File: src/rtl/can_pkg.sv
// Shared CAN scheduler definitions: field widths and scheduler state encoding.
package can_pkg;

    localparam int CAN_ID_W   = 11;
    localparam int CAN_DATA_W = 64;

    typedef enum logic [2:0] {
        S_IDLE       = 3'd0,
        S_SELECT     = 3'd1,
        S_LAUNCH     = 3'd2,
        S_WAIT_START = 3'd3,
        S_WAIT_END   = 3'd4
    } can_state_e;

endpackage

File: src/rtl/can_id_prio_sel.sv
// Combinational minimum-ID finder over the pending mailboxes; ties go to the lowest index.
module can_id_prio_sel
    import can_pkg::*;
#(
    parameter int NUM_MB = 4,
    localparam int IDX_W = $clog2(NUM_MB)
) (
    input  logic [NUM_MB-1:0]          pending_i,
    input  logic [NUM_MB*CAN_ID_W-1:0] ids_i,
    output logic [IDX_W-1:0]           idx_o,
    output logic                       valid_o
);

    logic [CAN_ID_W-1:0] best;
    logic [CAN_ID_W-1:0] cand;

    always_comb begin
        idx_o   = '0;
        valid_o = 1'b0;
        best    = '0;
        cand    = '0;
        for (int i = 0; i < NUM_MB; i++) begin
            cand = ids_i[i*CAN_ID_W +: CAN_ID_W];
            // Strict compare keeps the earlier (lower) index on equal IDs.
            if (pending_i[i] && (!valid_o || cand < best)) begin
                valid_o = 1'b1;
                best    = cand;
                idx_o   = IDX_W'(i);
            end
        end
    end

endmodule

File: src/rtl/can_tx_mailbox_sched.sv
// CAN transmit mailbox scheduler: launches the lowest-ID pending mailbox into tx_container.
// Optional RETRY_LIMIT_EN bounds arbitration-loss re-queues per mailbox to RETRY_MAX.
module can_tx_mailbox_sched
    import can_pkg::*;
#(
    parameter int NUM_MB    = 4,
    parameter int START_TMO = 64,
    parameter int RETRY_MAX = 8,
    localparam int IDX_W    = $clog2(NUM_MB)
) (
    input  logic                  clk,
    input  logic                  rst,
    input  logic                  mb_wr,
    input  logic [IDX_W-1:0]      mb_sel,
    input  logic [CAN_ID_W-1:0]   mb_id,
    input  logic [CAN_DATA_W-1:0] mb_data,
    input  logic                  mb_abort,
    output logic [NUM_MB-1:0]     mb_pending,
    output logic [NUM_MB-1:0]     mb_done,
    output logic [NUM_MB-1:0]     mb_err,
    output logic [CAN_ID_W-1:0]   tx_address,
    output logic [CAN_DATA_W-1:0] tx_data,
    output logic                  tx_send,
    input  logic                  tx_busy,
    input  logic                  arb_lost,
    output logic                  sched_busy,
    output can_state_e            state_dbg
);

    localparam int CNT_W = $clog2(START_TMO + 1);

    if (NUM_MB < 2 || NUM_MB > 8 || START_TMO < 2 || RETRY_MAX < 1) begin : g_param_check
        $error("can_tx_mailbox_sched: parameter out of range");
    end

    can_state_e            state_q, state_d;
    logic [IDX_W-1:0]      cur_q, cur_d;
    logic [CNT_W-1:0]      cnt_q, cnt_d;
    logic                  lost_q, lost_d;
    logic [NUM_MB-1:0]     pending_q, pending_d;
    logic [NUM_MB-1:0]     done_q, done_d;
    logic [NUM_MB-1:0]     err_q, err_d;
    logic [CAN_ID_W-1:0]   addr_q, addr_d;
    logic [CAN_DATA_W-1:0] txd_q, txd_d;
    logic [CAN_ID_W-1:0]   id_q   [NUM_MB];
    logic [CAN_DATA_W-1:0] data_q [NUM_MB];

    logic [NUM_MB*CAN_ID_W-1:0] ids_flat;
    logic [IDX_W-1:0]           sel_idx;
    logic                       sel_valid;
    logic                       in_flight_sel;
    logic                       wr_ok;

`ifdef RETRY_LIMIT_EN
    localparam int RT_W = $clog2(RETRY_MAX + 1);
    logic [RT_W-1:0] retry_q [NUM_MB];
    logic [RT_W-1:0] retry_d [NUM_MB];
`endif

    always_comb begin
        ids_flat = '0;
        for (int i = 0; i < NUM_MB; i++) ids_flat[i*CAN_ID_W +: CAN_ID_W] = id_q[i];
    end

    can_id_prio_sel #(.NUM_MB(NUM_MB)) u_prio_sel (
        .pending_i (pending_q),
        .ids_i     (ids_flat),
        .idx_o     (sel_idx),
        .valid_o   (sel_valid)
    );

    // Host access to the launched mailbox is locked out until it is retired or re-queued.
    assign in_flight_sel = (state_q inside {S_LAUNCH, S_WAIT_START, S_WAIT_END}) && (mb_sel == cur_q);
    assign wr_ok         = mb_wr && !in_flight_sel;

    always_comb begin
        state_d   = state_q;
        cur_d     = cur_q;
        cnt_d     = cnt_q;
        lost_d    = lost_q;
        pending_d = pending_q;
        done_d    = '0;
        err_d     = '0;
        addr_d    = addr_q;
        txd_d     = txd_q;
`ifdef RETRY_LIMIT_EN
        retry_d   = retry_q;
`endif
        case (state_q)
            S_IDLE: if (|pending_q && !tx_busy) state_d = S_SELECT;
            S_SELECT: begin
                if (sel_valid) begin
                    cur_d   = sel_idx;
                    addr_d  = id_q[sel_idx];
                    txd_d   = data_q[sel_idx];
                    state_d = S_LAUNCH;
                end else begin
                    state_d = S_IDLE;
                end
            end
            S_LAUNCH: begin
                cnt_d   = '0;
                lost_d  = 1'b0;
                state_d = S_WAIT_START;
            end
            S_WAIT_START: begin
                if (tx_busy) begin
                    state_d = S_WAIT_END;
                end else if (cnt_q == CNT_W'(START_TMO - 1)) begin
                    err_d[cur_q]     = 1'b1;
                    pending_d[cur_q] = 1'b0;
                    state_d          = S_IDLE;
                end else begin
                    cnt_d = cnt_q + 1'b1;
                end
            end
            S_WAIT_END: begin
                if (arb_lost) lost_d = 1'b1;
                if (!tx_busy) begin
                    state_d = S_IDLE;
                    if (lost_q || arb_lost) begin
`ifdef RETRY_LIMIT_EN
                        if (retry_q[cur_q] == RT_W'(RETRY_MAX)) begin
                            err_d[cur_q]     = 1'b1;
                            pending_d[cur_q] = 1'b0;
                        end else begin
                            retry_d[cur_q] = retry_q[cur_q] + 1'b1;
                        end
`endif
                    end else begin
                        done_d[cur_q]    = 1'b1;
                        pending_d[cur_q] = 1'b0;
                    end
                end
            end
            default: state_d = S_IDLE;
        endcase
        // Host ops never target cur while it is in flight, so they cannot collide with retirement.
        if (wr_ok) begin
            pending_d[mb_sel] = 1'b1;
`ifdef RETRY_LIMIT_EN
            retry_d[mb_sel]   = '0;
`endif
        end else if (mb_abort && !in_flight_sel) begin
            pending_d[mb_sel] = 1'b0;
        end
    end

    always_ff @(posedge clk or posedge rst) begin
        if (rst) begin
            state_q   <= S_IDLE;
            cur_q     <= '0;
            cnt_q     <= '0;
            lost_q    <= 1'b0;
            pending_q <= '0;
            done_q    <= '0;
            err_q     <= '0;
            addr_q    <= '0;
            txd_q     <= '0;
            for (int i = 0; i < NUM_MB; i++) begin
                id_q[i]    <= '0;
                data_q[i]  <= '0;
`ifdef RETRY_LIMIT_EN
                retry_q[i] <= '0;
`endif
            end
        end else begin
            state_q   <= state_d;
            cur_q     <= cur_d;
            cnt_q     <= cnt_d;
            lost_q    <= lost_d;
            pending_q <= pending_d;
            done_q    <= done_d;
            err_q     <= err_d;
            addr_q    <= addr_d;
            txd_q     <= txd_d;
            if (wr_ok) begin
                id_q[mb_sel]   <= mb_id;
                data_q[mb_sel] <= mb_data;
            end
`ifdef RETRY_LIMIT_EN
            retry_q <= retry_d;
`endif
        end
    end

    assign mb_pending = pending_q;
    assign mb_done    = done_q;
    assign mb_err     = err_q;
    assign tx_address = addr_q;
    assign tx_data    = txd_q;
    assign tx_send    = (state_q == S_LAUNCH);
    assign sched_busy = (state_q != S_IDLE);
    assign state_dbg  = state_q;

endmodule

File: config.mk
export PLATFORM = sky130hd
export DESIGN_NAME = can_tx_mailbox_sched
export DESIGN_NICKNAME = d
export VERILOG_FILES = /design/src/rtl/can_pkg.sv /design/src/rtl/can_id_prio_sel.sv /design/src/rtl/can_tx_mailbox_sched.sv
export SDC_FILE = /design/constraint.sdc
export NUM_CORES = 1
export LEC_CHECK = 0
export ABC_AREA = 0
export CAP_MARGIN = 20
export CORE_UTILIZATION = 50
export DETAILED_ROUTE_END_ITERATION = 8
export PLACE_DENSITY = 0.75
export SLEW_MARGIN = 5
export SYNTH_ARGS = -nofsm -noshare
export SYNTH_HDL_FRONTEND = slang
export SYNTH_SLANG_ARGS = --single-unit
File: constraint.sdc
create_clock -name clk -period 32.3 [get_ports clk]
set_input_delay 3.23 -clock clk [delete_from_list [all_inputs] [get_ports clk]]
set_output_delay 3.23 -clock clk [all_outputs]
set_load 0.02 [all_outputs]
==> results by group <==
Drt
  • Via Count: approximately 12k
  • Starting DRT DRC Count: ~660
  • First-pass iteration count of the detailed router: 7
  • Routed Antenna Nets: 0
  • Final WL: between 40000 and 50000 um
  • DR DRC count: 0
  • Post-DR vias/cell: around 5.9
  • Routed wire per std cell: 21.1 um

Setup path
  • R2R Path End: tx_data[62]
  • Crit-path slowest cell: or3_2
  • WP depth: 26
  • R2R cell count: 26
  • CP startpoint: mb_pending[0]
  • Top delay family on crit path: simple AND/OR/NAND/NOR gates
  • Setup crit start kind: flop
  • WP data arrival: about 8.5 ns
  • Worst R2R Start: mb_pending[0]
  • Crit Path Category: flop to flop
  • R2R setup slack: roughly 24 ns
  • Delay of the slowest critical-path stage: ~0.95 ns
  • Max FO, Critical Path: 37
  • Worst setup path endpoint: tx_data[62]
  • Buf/Inv on CP: 3
  • Worst EP required: 32.74 ns
  • Crit. End Element: flop

Synth
  • Synth area leaders: dfrtp_1 (57%), mux2_2 (20%), mux2i_1 (3.9%)
  • Proportion of synthesized area in mux cells: 0.238
  • Distinct cells, synth: between 50 and 60
  • Syn nets: ~1.5k
  • Compound-Gate Fraction of Synth Area: 0.0945
  • Most frequently used flop master after synthesis: dfrtp_1
  • Sequential-to-total area share from yosys stat: 0.565
  • Largest family of logic cells by synthesized area: multiplexers
  • Yosys top cell area share: 0.565
  • Cells after Synth: between 1k and 1.5k
  • Cell taking the most area after synthesis: dfrtp_1
  • Mapped Area: between 15000 and 20000 um2
  • Number of synthesized register bits: 400
  • Synth Area in XOR/XNOR: 0.00297
  • Adder-Cell Fraction of Synth Area: 0.0219
  • Post-synthesis async set-or-reset flop share: 1.00
  • Mean Syn Cell Area: ~13 um2
  • Post-Synth Simple-Gate Area: 0.0530
  • EDFF count, synth: 0
  • Warning count from the yosys run: 0

Die
  • Die area: about 36000 um2
  • Cell Rows: about 70
  • Core Region: 34700 um2
  • Width of the die: 190 um
  • Top Ports: 175
  • Starting Density: 0.510
  • DIE HEIGHT: between 150 and 200 um

Place
  • Post-place setup slack: ~24 ns
  • RD Place Congestion: approximately 0.91
  • Placed Area: roughly 20000 um2
  • DP HPWL: around 26000 um
  • I/O Buffers: 174

Clocking
  • CTS tree: built
  • Worst-path clk slew: 0.06 ns
  • Sink Count: 400
  • CTS Root Cell: clkbuf_16
  • Cts hold-fix bufs: 0
  • Skew-Pair Late Insertion Delay: around 0.54 ns
  • CTS Buf Count: 42
  • Clock Tree Buf Depth: 3
  • CTS resizes: 0
  • Post-CTS setup buffer count: 0
  • H-tree levels: 2

Timing
  • Fin crit period: between 8 and 9 ns
  • RSZ-0062 raised after global routing: no
  • Clock skew: about 0.014 ns
  • Hold WS: about 0.48 ns
  • Worst-margin pin slew: between 1 and 1.5 ns
  • Final number of hold-violating endpoints: 0
  • Slew Limit Fails: 0
  • Worst slew margin: 0.330
  • Setup TNS Final: 0 ns
  • Setup violators final: 0
  • Final clock period utilization by the worst path: 0.249
  • Fin worst setup slack: ~24 ns
  • Fmax: between 100 and 150 MHz

Global route
  • Global-route wire length before repair: 67400 um
  • Gr ovfl total: 0
  • Initial antenna violation count: 3
  • Number of global-route vias before repair: ~12k
  • Overall routing resource usage: 0.237
  • Largest net degree at the start of global routing: around 190

Pwr
  • Pwr Density: slightly above 100 nW/um2
  • Static Leak: 9.23 nW
  • Maximum vdd drop: 0.0732 mV
  • Pwr Total: 2.22 mW

Cells and area
  • Design Area, Final: between 20000 and 25000 um2
  • P&R area growth vs syn: 20.6%
  • # fillers: about 2.7k
  • Final nets: between 1.5k and 2k
  • Share of layout cells above drive strength 1: 0.279

Run status
  • Status: finished clean

Run
  • Max capacitance violation total: 0

Hold path
  • Worst Hold Class: flop to flop
[cell usage after synthesis, drive strengths merged (4+ instances only)]
| cell type | number |
|---|---|
| nor2 | 29 |
| nand4 | 4 |
| inv | 14 |
| mux2 | 312 |
| ha | 31 |
| clkbuf | 38 |
| a221oi | 7 |
| and4 | 4 |
| buf | 48 |
| o211ai | 77 |
| nand3 | 9 |
| nand2 | 116 |
| a22oi | 75 |
| nor3 | 9 |
| mux2i | 69 |
| nand2b | 6 |
| dfrtp | 400 |
| or4 | 9 |
| xor2 | 5 |
| and2 | 7 |
| o21ai | 21 |
| a21oi | 18 |
[routing by layer]
metal	GRT usage	routed length, um	vias to the layer above
met1	0.309	18000	6068
met4	0.0615	901	4
li1	-	-	5254
met3	0.0524	2560	73
met2	0.401	20600	301
met5	0	24	-
[flip-flops by register name, summed over array words and instances, names as in the netlist, 3 cells and up]
signal,flops
cnt_q,7
mb_pending,4
tx_address,11
data_q,256
state_dbg,3
id_q,44
tx_data,64
mb_done,4
mb_err,4
[area by class of cell]
| type | count | area [um2] | area share |
|---|---|---|---|
| timing repair buffer | 194 | 1920 | 0.0901 |
| tap | 455 | 569 | 0.0267 |
| clock inverter | 15 | 201 | 0.00943 |
| inverter | 14 | 60.1 | 0.00281 |
| sequential | 400 | 10000 | 0.469 |
| multi-input combinational | 849 | 7310 | 0.342 |
| clock buffer | 61 | 1280 | 0.0601 |
| antenna | 1 | 2.50 | 0.000117 |
[worst min-delay path by stage]
stage / start / end / slack [ns] / cells after the start
floorplan: data_q[74] / tx_data[10] / 0.45 / 2
global placement: data_q[76] / tx_data[12] / 0.46 / 2
detailed placement: data_q[76] / tx_data[12] / 0.47 / 2
CTS: data_q[76] / tx_data[12] / 0.48 / 2
global route: data_q[50] / data_q[50] / 0.51 / 1
finish: data_q[76] / tx_data[12] / 0.48 / 2
[report_power, final]
part / switching [mW] / leakage (nW) / internal, mW
registers: 0.135 / 4.81 / 0.701
clock network: 0.198 / 0.730 / 0.309
logic: 0.455 / 3.69 / 0.424
[stage by stage]
stage / instances / utilization
after global placement: 1910 / 0.571
after floorplan: 1349 / -
after CTS: 1987 / 0.615
after detailed placement: 1911 / 0.572
final: 1989 / 0.615
after global routing: 1988 / 0.615
[kinds of logic after synthesis]
| kind of cell | count (synthesis) |
|---|---|
| muxes | 381 |
| buffers and inverters | 100 |
| xor gates and xnor gates | 6 |
| and+or+nand+nor | 207 |
| adders and majority gates | 31 |
| AOI/OAI and AO/OA | 224 |
| DFF | 400 |
[cells in the final DEF (no fill, tap or decap), drive strengths merged, types with 4 or more instances in the layout]
cell	n
dfrtp	400
mux2	312
clkdlybuf4s50	174
nand2	116
o211ai	77
a22oi	75
mux2i	69
clkbuf	61
ha	31
nor2	29
o21ai	21
buf	20
a21oi	18
inv	16
nor3	9
nand3	9
or4	9
and2	7
a221oi	7
nand2b	6
clkinv	6
xor2	5
and4	4
nand4	4
bufinv	4
[tightest hold or removal path: stages (launching register included)]
cell	delay, ns
dfrtp_1	0.34
nand2_1	0.06
o211ai_2	0.05
No activity file was read; power rests on OpenSTA's default activity.
